### config.mk
export PLATFORM = sky130hd
export DESIGN_NAME = gold_ring_noc
export DESIGN_NICKNAME = d
export VERILOG_FILES = /design/src/rtl/gold_ring_noc.sv
export SDC_FILE = /design/constraint.sdc
export NUM_CORES = 1
export LEC_CHECK = 0
export CORE_ASPECT_RATIO = 1.2
export CORE_MARGIN = 4
export CORE_UTILIZATION = 50
export CTS_BUF_LIST = sky130_fd_sc_hd__clkbuf_8 sky130_fd_sc_hd__clkbuf_16
export DETAILED_ROUTE_END_ITERATION = 7
export GPL_ROUTABILITY_DRIVEN = 0
export PLACE_DENSITY = 0.73
export SETUP_SLACK_MARGIN = 0.3
export SYNTH_ARGS = -nofsm -noshare
export SYNTH_HDL_FRONTEND = slang
export SYNTH_SLANG_ARGS = --single-unit
export TNS_END_PERCENT = 5
### constraint.sdc
create_clock -name clk -period 11.35 [get_ports clk]
set_input_delay 1.135 -clock clk [delete_from_list [all_inputs] [get_ports clk]]
set_output_delay 1.135 -clock clk [all_outputs]
set_load 0.02 [all_outputs]
### src/rtl/gold_ring_noc.sv
// Four-node bidirectional ring NoC: per-node CW-in, CCW-in and PE-in single-entry
// buffers, hop-count routing, registered PE-out with ready/valid handshake.
module gold_ring_noc (
  input  logic        clk,
  input  logic        reset,
  input  logic        node0_pesi,
  input  logic [63:0] node0_pedi,
  output logic        node0_peri,
  output logic        node0_peso,
  output logic [63:0] node0_pedo,
  input  logic        node0_pero,
  output logic        node0_polarity,
  input  logic        node1_pesi,
  input  logic [63:0] node1_pedi,
  output logic        node1_peri,
  output logic        node1_peso,
  output logic [63:0] node1_pedo,
  input  logic        node1_pero,
  output logic        node1_polarity,
  input  logic        node2_pesi,
  input  logic [63:0] node2_pedi,
  output logic        node2_peri,
  output logic        node2_peso,
  output logic [63:0] node2_pedo,
  input  logic        node2_pero,
  output logic        node2_polarity,
  input  logic        node3_pesi,
  input  logic [63:0] node3_pedi,
  output logic        node3_peri,
  output logic        node3_peso,
  output logic [63:0] node3_pedo,
  input  logic        node3_pero,
  output logic        node3_polarity
);

  localparam int unsigned N = 4;
  localparam int unsigned W = 64;

  logic [N-1:0] pesi, pero, peri;
  logic [W-1:0] pedi [N];

  logic [N-1:0] cw_v, ccw_v, pe_v, po_v;
  logic [W-1:0] cw_d [N];
  logic [W-1:0] ccw_d [N];
  logic [W-1:0] pe_d [N];
  logic [W-1:0] po_d [N];
  logic         pol;

  logic [N-1:0] cw_ej, cw_fw, ccw_ej, ccw_fw, pe_ej, pe_wcw, pe_wccw, po_ok;
  logic [N-1:0] cw_ej_go, ccw_ej_go, pe_ej_go, cw_leave, ccw_leave;
  logic [N-1:0] cw_fw_go, ccw_fw_go, cw_free, ccw_free, pe_cw_go, pe_ccw_go, pe_leave;

  function automatic logic hop_zero(input logic [W-1:0] p);
    return p[55:48] == 8'd0;
  endfunction

  function automatic logic [W-1:0] dec_hop(input logic [W-1:0] p);
    logic [W-1:0] r;
    r = p;
    r[55:48] = p[55:48] - 8'd1;
    return r;
  endfunction

  assign pesi = {node3_pesi, node2_pesi, node1_pesi, node0_pesi};
  assign pero = {node3_pero, node2_pero, node1_pero, node0_pero};
  assign pedi[0] = node0_pedi;
  assign pedi[1] = node1_pedi;
  assign pedi[2] = node2_pedi;
  assign pedi[3] = node3_pedi;

  // Routing and arbitration; link readiness resolved by walking each ring
  // direction so that a fully occupied ring can rotate without a comb loop.
  always_comb begin : p_route
    logic [1:0] m;
    logic       res;
    m = '0;
    res = 1'b0;
    cw_ej = '0; cw_fw = '0; ccw_ej = '0; ccw_fw = '0;
    pe_ej = '0; pe_wcw = '0; pe_wccw = '0; po_ok = '0;
    cw_ej_go = '0; ccw_ej_go = '0; pe_ej_go = '0;
    cw_leave = '0; ccw_leave = '0; cw_fw_go = '0; ccw_fw_go = '0;
    cw_free = '0; ccw_free = '0; pe_cw_go = '0; pe_ccw_go = '0;
    pe_leave = '0; peri = '0;
    for (int i = 0; i < int'(N); i++) begin
      cw_ej[i]   = cw_v[i] && hop_zero(cw_d[i]);
      cw_fw[i]   = cw_v[i] && !hop_zero(cw_d[i]);
      ccw_ej[i]  = ccw_v[i] && hop_zero(ccw_d[i]);
      ccw_fw[i]  = ccw_v[i] && !hop_zero(ccw_d[i]);
      pe_ej[i]   = pe_v[i] && hop_zero(pe_d[i]);
      pe_wcw[i]  = pe_v[i] && !hop_zero(pe_d[i]) && !pe_d[i][62];
      pe_wccw[i] = pe_v[i] && !hop_zero(pe_d[i]) && pe_d[i][62];
      po_ok[i]   = !po_v[i] || pero[i];
      cw_ej_go[i]  = cw_ej[i] && po_ok[i];
      ccw_ej_go[i] = ccw_ej[i] && po_ok[i] && !cw_ej[i];
      pe_ej_go[i]  = pe_ej[i] && po_ok[i] && !cw_ej[i] && !ccw_ej[i];
    end
    for (int j = 0; j < int'(N); j++) begin
      res = 1'b1;
      for (int k = int'(N) - 1; k >= 0; k--) begin
        m = 2'(j + k);
        res = cw_fw[m] ? (!cw_v[2'(m + 2'd1)] || res) : cw_ej_go[m];
      end
      cw_leave[j] = res;
      res = 1'b1;
      for (int k = int'(N) - 1; k >= 0; k--) begin
        m = 2'(j - k);
        res = ccw_fw[m] ? (!ccw_v[2'(m - 2'd1)] || res) : ccw_ej_go[m];
      end
      ccw_leave[j] = res;
    end
    for (int i = 0; i < int'(N); i++) begin
      cw_fw_go[i]  = cw_fw[i] && cw_leave[i];
      ccw_fw_go[i] = ccw_fw[i] && ccw_leave[i];
      cw_free[i]   = !cw_v[i] || cw_leave[i];
      ccw_free[i]  = !ccw_v[i] || ccw_leave[i];
    end
    for (int i = 0; i < int'(N); i++) begin
      pe_cw_go[i]  = pe_wcw[i] && !cw_fw[i] && cw_free[2'(i + 1)];
      pe_ccw_go[i] = pe_wccw[i] && !ccw_fw[i] && ccw_free[2'(i - 1)];
      pe_leave[i]  = pe_ej_go[i] || pe_cw_go[i] || pe_ccw_go[i];
      peri[i]      = !pe_v[i] || pe_leave[i];
    end
  end

  // Buffer, PE-out and polarity state update.
  always_ff @(posedge clk) begin
    if (reset) begin
      cw_v  <= '0;
      ccw_v <= '0;
      pe_v  <= '0;
      po_v  <= '0;
      pol   <= 1'b0;
      for (int i = 0; i < int'(N); i++) begin
        cw_d[i]  <= '0;
        ccw_d[i] <= '0;
        pe_d[i]  <= '0;
        po_d[i]  <= '0;
      end
    end else begin
      pol <= ~pol;
      for (int i = 0; i < int'(N); i++) begin
        if (cw_fw_go[2'(i - 1)]) begin
          cw_v[i] <= 1'b1;
          cw_d[i] <= dec_hop(cw_d[2'(i - 1)]);
        end else if (pe_cw_go[2'(i - 1)]) begin
          cw_v[i] <= 1'b1;
          cw_d[i] <= dec_hop(pe_d[2'(i - 1)]);
        end else if (cw_leave[i]) begin
          cw_v[i] <= 1'b0;
        end
        if (ccw_fw_go[2'(i + 1)]) begin
          ccw_v[i] <= 1'b1;
          ccw_d[i] <= dec_hop(ccw_d[2'(i + 1)]);
        end else if (pe_ccw_go[2'(i + 1)]) begin
          ccw_v[i] <= 1'b1;
          ccw_d[i] <= dec_hop(pe_d[2'(i + 1)]);
        end else if (ccw_leave[i]) begin
          ccw_v[i] <= 1'b0;
        end
        if (pesi[i] && peri[i]) begin
          pe_v[i] <= 1'b1;
          pe_d[i] <= pedi[i];
        end else if (pe_leave[i]) begin
          pe_v[i] <= 1'b0;
        end
        if (cw_ej_go[i]) begin
          po_v[i] <= 1'b1;
          po_d[i] <= cw_d[i];
        end else if (ccw_ej_go[i]) begin
          po_v[i] <= 1'b1;
          po_d[i] <= ccw_d[i];
        end else if (pe_ej_go[i]) begin
          po_v[i] <= 1'b1;
          po_d[i] <= pe_d[i];
        end else if (pero[i]) begin
          po_v[i] <= 1'b0;
        end
      end
    end
  end

  assign node0_peri = peri[0];
  assign node1_peri = peri[1];
  assign node2_peri = peri[2];
  assign node3_peri = peri[3];
  assign node0_peso = po_v[0];
  assign node1_peso = po_v[1];
  assign node2_peso = po_v[2];
  assign node3_peso = po_v[3];
  assign node0_pedo = po_d[0];
  assign node1_pedo = po_d[1];
  assign node2_pedo = po_d[2];
  assign node3_pedo = po_d[3];
  assign node0_polarity = pol;
  assign node1_polarity = pol;
  assign node2_polarity = pol;
  assign node3_polarity = pol;

endmodule

## Yosys cells after proc, flatten, opt, wreduce, memory -nomap -nowiden

Memory sizes are Yosys's and may differ from the RTL's.
Index checks and enable logic that the tools add are counted.

- Input bits: 266
- Logic and storage cells: 266
- Output and inout bits: 268
- Memories kept: 4
- Memory bits (writable): 1,024
- Register bits after elaboration: 13

Memories:

| memory | depth | bits a word | rd ports | clocked after memory_dff | wr ports | RTL line | source |
|---|---|---|---|---|---|---|---|
| ccw_d | 4 | 64 | 3 | 0 | 4 | 44 | `logic [W-1:0] ccw_d [N];` |
| cw_d | 4 | 64 | 3 | 0 | 4 | 43 | `logic [W-1:0] cw_d [N];` |
| pe_d | 4 | 64 | 4 | 0 | 4 | 45 | `logic [W-1:0] pe_d [N];` |
| po_d | 4 | 64 | 4 | 0 | 4 | 46 | `logic [W-1:0] po_d [N];` |

- Bitwise logic cells: 25
- Add/sub/neg operators: 10
- Reduce and logical (&&, ||, !) cells: 102
- Mux-type cells: 112

Operator list:

| operator | count |
|---|---|
| 64-bit two-way mux | 24 |
| 1-bit two-way mux | 88 |
| 8-bit by 1-bit subtractor with 8-bit output, second input constant | 10 |
| 8-bit logical NOT | 8 |
| 1-bit logical AND | 40 |
| 1-bit logical NOT | 26 |
| 1-bit OR | 24 |
| 1-bit logical OR | 16 |
| 4-bit nonzero test | 4 |
| 2-bit nonzero test | 6 |
| 3-bit nonzero test | 2 |
| 1-bit inverter | 1 |

## Longest topological paths before layout

An unclocked memory read counts as a cell.

- Word-level depth: 16
- Mapped depth: 10
- Mapped depth without buffers: 6

## Least setup slack after synthesis

Ideal clock, no wire load.

- Path type: input to register
- From: in node3_pero
- To: mem ccw_d[3][0], in the netlist ccw_d[0][192], enable pin
- Setup slack: 4.870 ns
- Library setup time: 0.574 ns
- Stages: 3
- Path buffers: 0
- Arrival time: 5.906 ns
- Required time: 10.776 ns
- Path through: nor4b_1 > and4_1 > o21ai_0

RTL lines:

| element | RTL line | source |
|---|---|---|
| start: declaration | 32 | `input logic node3_pero,` |
| end: declaration | 44 |  |

==> impl_metrics.env <==
export IMPL_hp_start="node0_polarity"
export IMPL_area_growth_pct=27.3
export IMPL_antenna_found_initial=15
export IMPL_critPathCaptureType="primary output"
export IMPL_syn_avg_cell_area_um2=13.4
export IMPL_r2r_end="cw_d[0][86]"
export IMPL_grt_max_degree=76
export IMPL_die_x_um=239
export IMPL_finalHoldViolations=0
export IMPL_die_height_um=286
export IMPL_yosysTopAreaCell="edfxtp_1"
export IMPL_peakVddDrop_uv=102
export IMPL_wirelength_mm=95.1
export IMPL_avgViaCountPerCell=5.85
export IMPL_synth_seq_area_share=0.726
export IMPL_wire_per_inst_um=25.3
export IMPL_dp_cells=3608
export IMPL_fin_crit_ns=5.32
export IMPL_remaining_drc_errors=0
export IMPL_grt_overflow=0
export IMPL_syn_area_um2=32100
export IMPL_regToRegStartpoint="pe_d[0][50]"
export IMPL_max_cap_violations=0
export IMPL_worstPathMaxFanout=65
export IMPL_cp_start_kind="flop"
export IMPL_ios=534
export IMPL_synth_seq_cells=781
export IMPL_outcome="finished clean"
export IMPL_postSynthCellCount=2403
export IMPL_synth_distinct_cells=52
export IMPL_die_area_um2=68400
export IMPL_drt_pass1_iterations=7
export IMPL_htreeDepth=3
export IMPL_grt_usage=0.269
export IMPL_synth_flop_cell="edfxtp_1"
export IMPL_port_buffers=533
export IMPL_critical_path_arrival_ns=4.19
export IMPL_maxSlewHeadroom=0.130
export IMPL_min_path_type="reg -> reg"
export IMPL_ant_nets=0
export IMPL_instances_no_fill=3761
export IMPL_synth_enable_flop_cells=768
export IMPL_num_nets_final=3137
export IMPL_start_util=0.506
export IMPL_finalClockSkew_ns=0.0186
export IMPL_dp_hpwl_mm=64.7
export IMPL_cpPeakStageDelay_ns=0.97
export IMPL_yosys_warnings=0
export IMPL_setup_viol=0
export IMPL_period_share=0.469
export IMPL_synthArstFlopShare=0
export IMPL_clock_latency_ns=0.62
export IMPL_crit_chain="or4_1 > or3_2 > o21a_2 > buf_4 > nand2_1 > clkdlybuf4s50_1"
export IMPL_crit_type="reg -> out"
export IMPL_ys_top_cells_by_area="edfxtp_1 (72%), a21oi_1 (4.8%), and2_1 (4.3%)"
export IMPL_powerDensity_nw_per_um2=167
export IMPL_root_buffer="clkbuf_16"
export IMPL_clockBufferDepth=3
export IMPL_rsz0062_at_grt="false"
export IMPL_slew_viol_final=0
export IMPL_critPathBufInv=2
export IMPL_required_ns=10.22
export IMPL_cpLargestDelayFamily="simple AND/OR/NAND/NOR gates"
export IMPL_ff2ff_path_depth=5
export IMPL_cellLeakagePower_uw=0.0148
export IMPL_grt_pass1_wl_mm=137
export IMPL_drive_gt1_frac=0.0667
export IMPL_tightestPinTransition_ns=1.31
export IMPL_fp_coreArea_um2=63400
export IMPL_synth_top_area_frac=0.718
export IMPL_hold_buffers=0
export IMPL_holdPathEnd="node0_polarity"
export IMPL_cts_reportedPaths_clkPinSlew_ns=0.06
export IMPL_first_iter_violations=2123
export IMPL_worstHoldPathCells=1
export IMPL_fill_cells=4647
export IMPL_post_cts_setup_buffer_count=0
export IMPL_cts_tree="yes"
export IMPL_max_freq_ghz=0.188
export IMPL_cts_sinks=781
export IMPL_slowest_stage="or3_2"
export IMPL_tns_ns=0
export IMPL_cts_resized_gates=0
export IMPL_vias=21996
export IMPL_cts_buffers=77
export IMPL_rows=101
export IMPL_cp_num_cells=6
export IMPL_rrSetupSlack_ns=7.16
export IMPL_grt_pass1_vias=21838
==> placed cells by master (no fill, tap or decap), drive strengths merged, types with 3 or more instances in the layout <==
cell and count:
nor2 90, clkinv 32, nand3 123, or4bb 3
nor2b 5, diode 12, inv 26, buf 34
ha 8, conb 29, o211ai 4, nor4 12
dfxtp 13, nor3b 3, or3 4, a21oi 311
a22o 56, o21ai 121, nor3 23, clkbuf 80
nand2b 5, clkdlybuf4s50 532, nand2 144, bufinv 13
o31ai 3, a21o 4, a211oi 58, a21boi 4
clkinvlp 6, xor2 8, and3 131, edfxtp 768
nor4b 3, or4 8, xnor2 13, a211o 5
and2 223
==> stage by stage <==
stage                     worst slack, ns  utilization  cell area [um2]  hold slack, ns  total power (uW)
after global placement               6.13        0.602            38200           0.461              4160
after CTS                            6.05        0.644            40800           0.506              6840
after floorplan                      4.87            -            32200           0.511              3840
final                                6.03        0.644            40900           0.483              6810
after global routing                 5.90        0.644            40900           0.547              7020
after detailed placement             6.13        0.602            38200           0.479              4180
==> kinds of logic after synthesis <==
kind of cell | synth area share
other cells | 0.000117
fa+ha+maj | 0.00312
simple gates | 0.131
xor+xnor | 0.00573
flops | 0.726
buf+inv | 0.0295
compound gates | 0.105
==> worst max path at each step <==
stage	from	endpoint	slack [ns]
finish	pe_d[1][53]	node1_peri	6.03
global route	pe_d[1][51]	node1_peri	5.90
CTS	pe_d[1][53]	node1_peri	6.05
detailed placement	node2_pero	node2_peri	6.13
global placement	node2_pero	node2_peri	6.13
floorplan	node3_pero	ccw_d[0][192]	4.87
==> synthesized netlist by cell type, types with 5 or more instances <==
| library cell | number |
|---|---|
| a211o_1 | 5 |
| a211oi_1 | 58 |
| a21oi_1 | 311 |
| a22o_1 | 56 |
| and2_1 | 223 |
| and3_1 | 131 |
| buf_1 | 18 |
| buf_2 | 17 |
| buf_4 | 10 |
| clkbuf_1 | 164 |
| dfxtp_1 | 13 |
| edfxtp_1 | 768 |
| ha_1 | 8 |
| inv_1 | 16 |
| nand2_1 | 144 |
| nand2b_1 | 5 |
| nand3_1 | 123 |
| nor2_1 | 90 |
| nor2b_1 | 5 |
| nor3_1 | 22 |
| nor4_1 | 11 |
| o21ai_0 | 117 |
| or4_1 | 8 |
| xnor2_1 | 13 |
| xor2_1 | 8 |
==> power breakdown <==
group,switching (uW),internal (uW),leakage [uW]
sequential,103,3400,0.00819
combinational,380,244,0.00527
clock,1110,1580,0.00132
==> cell type report <==
cell class              count  area [um2]  share of cell area
flip-flops and latches    781       23300               0.571
clock inverters            61         671              0.0164
diodes                     12        30.0            0.000735
multi-input cells        1421        8190               0.200
well taps                 824        1030              0.0252
repair buffers            566        5580               0.137
inverters                  16        60.1             0.00147
clock buffers              80        1990              0.0487
==> routing by layer <==
layer | wire length, um | GRT usage | share of wire | vias up
met4 | 4510 | 0.123 | 0.047 | 2
li1 | - | - | - | 9860
met5 | 12 | 0 | 0.00013 | -
met2 | 49700 | 0.476 | 0.52 | 1073
met3 | 6690 | 0.0397 | 0.070 | 204
met1 | 34200 | 0.327 | 0.36 | 10857
==> registers in the layout, summed over array words and instances (netlist names) <==
register / count
po_d: 256
node0_polarity: 1
ccw_d: 128
pe_d: 256
po_v: 4
cw_d: 128
pe_v: 4
cw_v: 2
ccw_v: 2
Power figures use the tool's default switching activity.
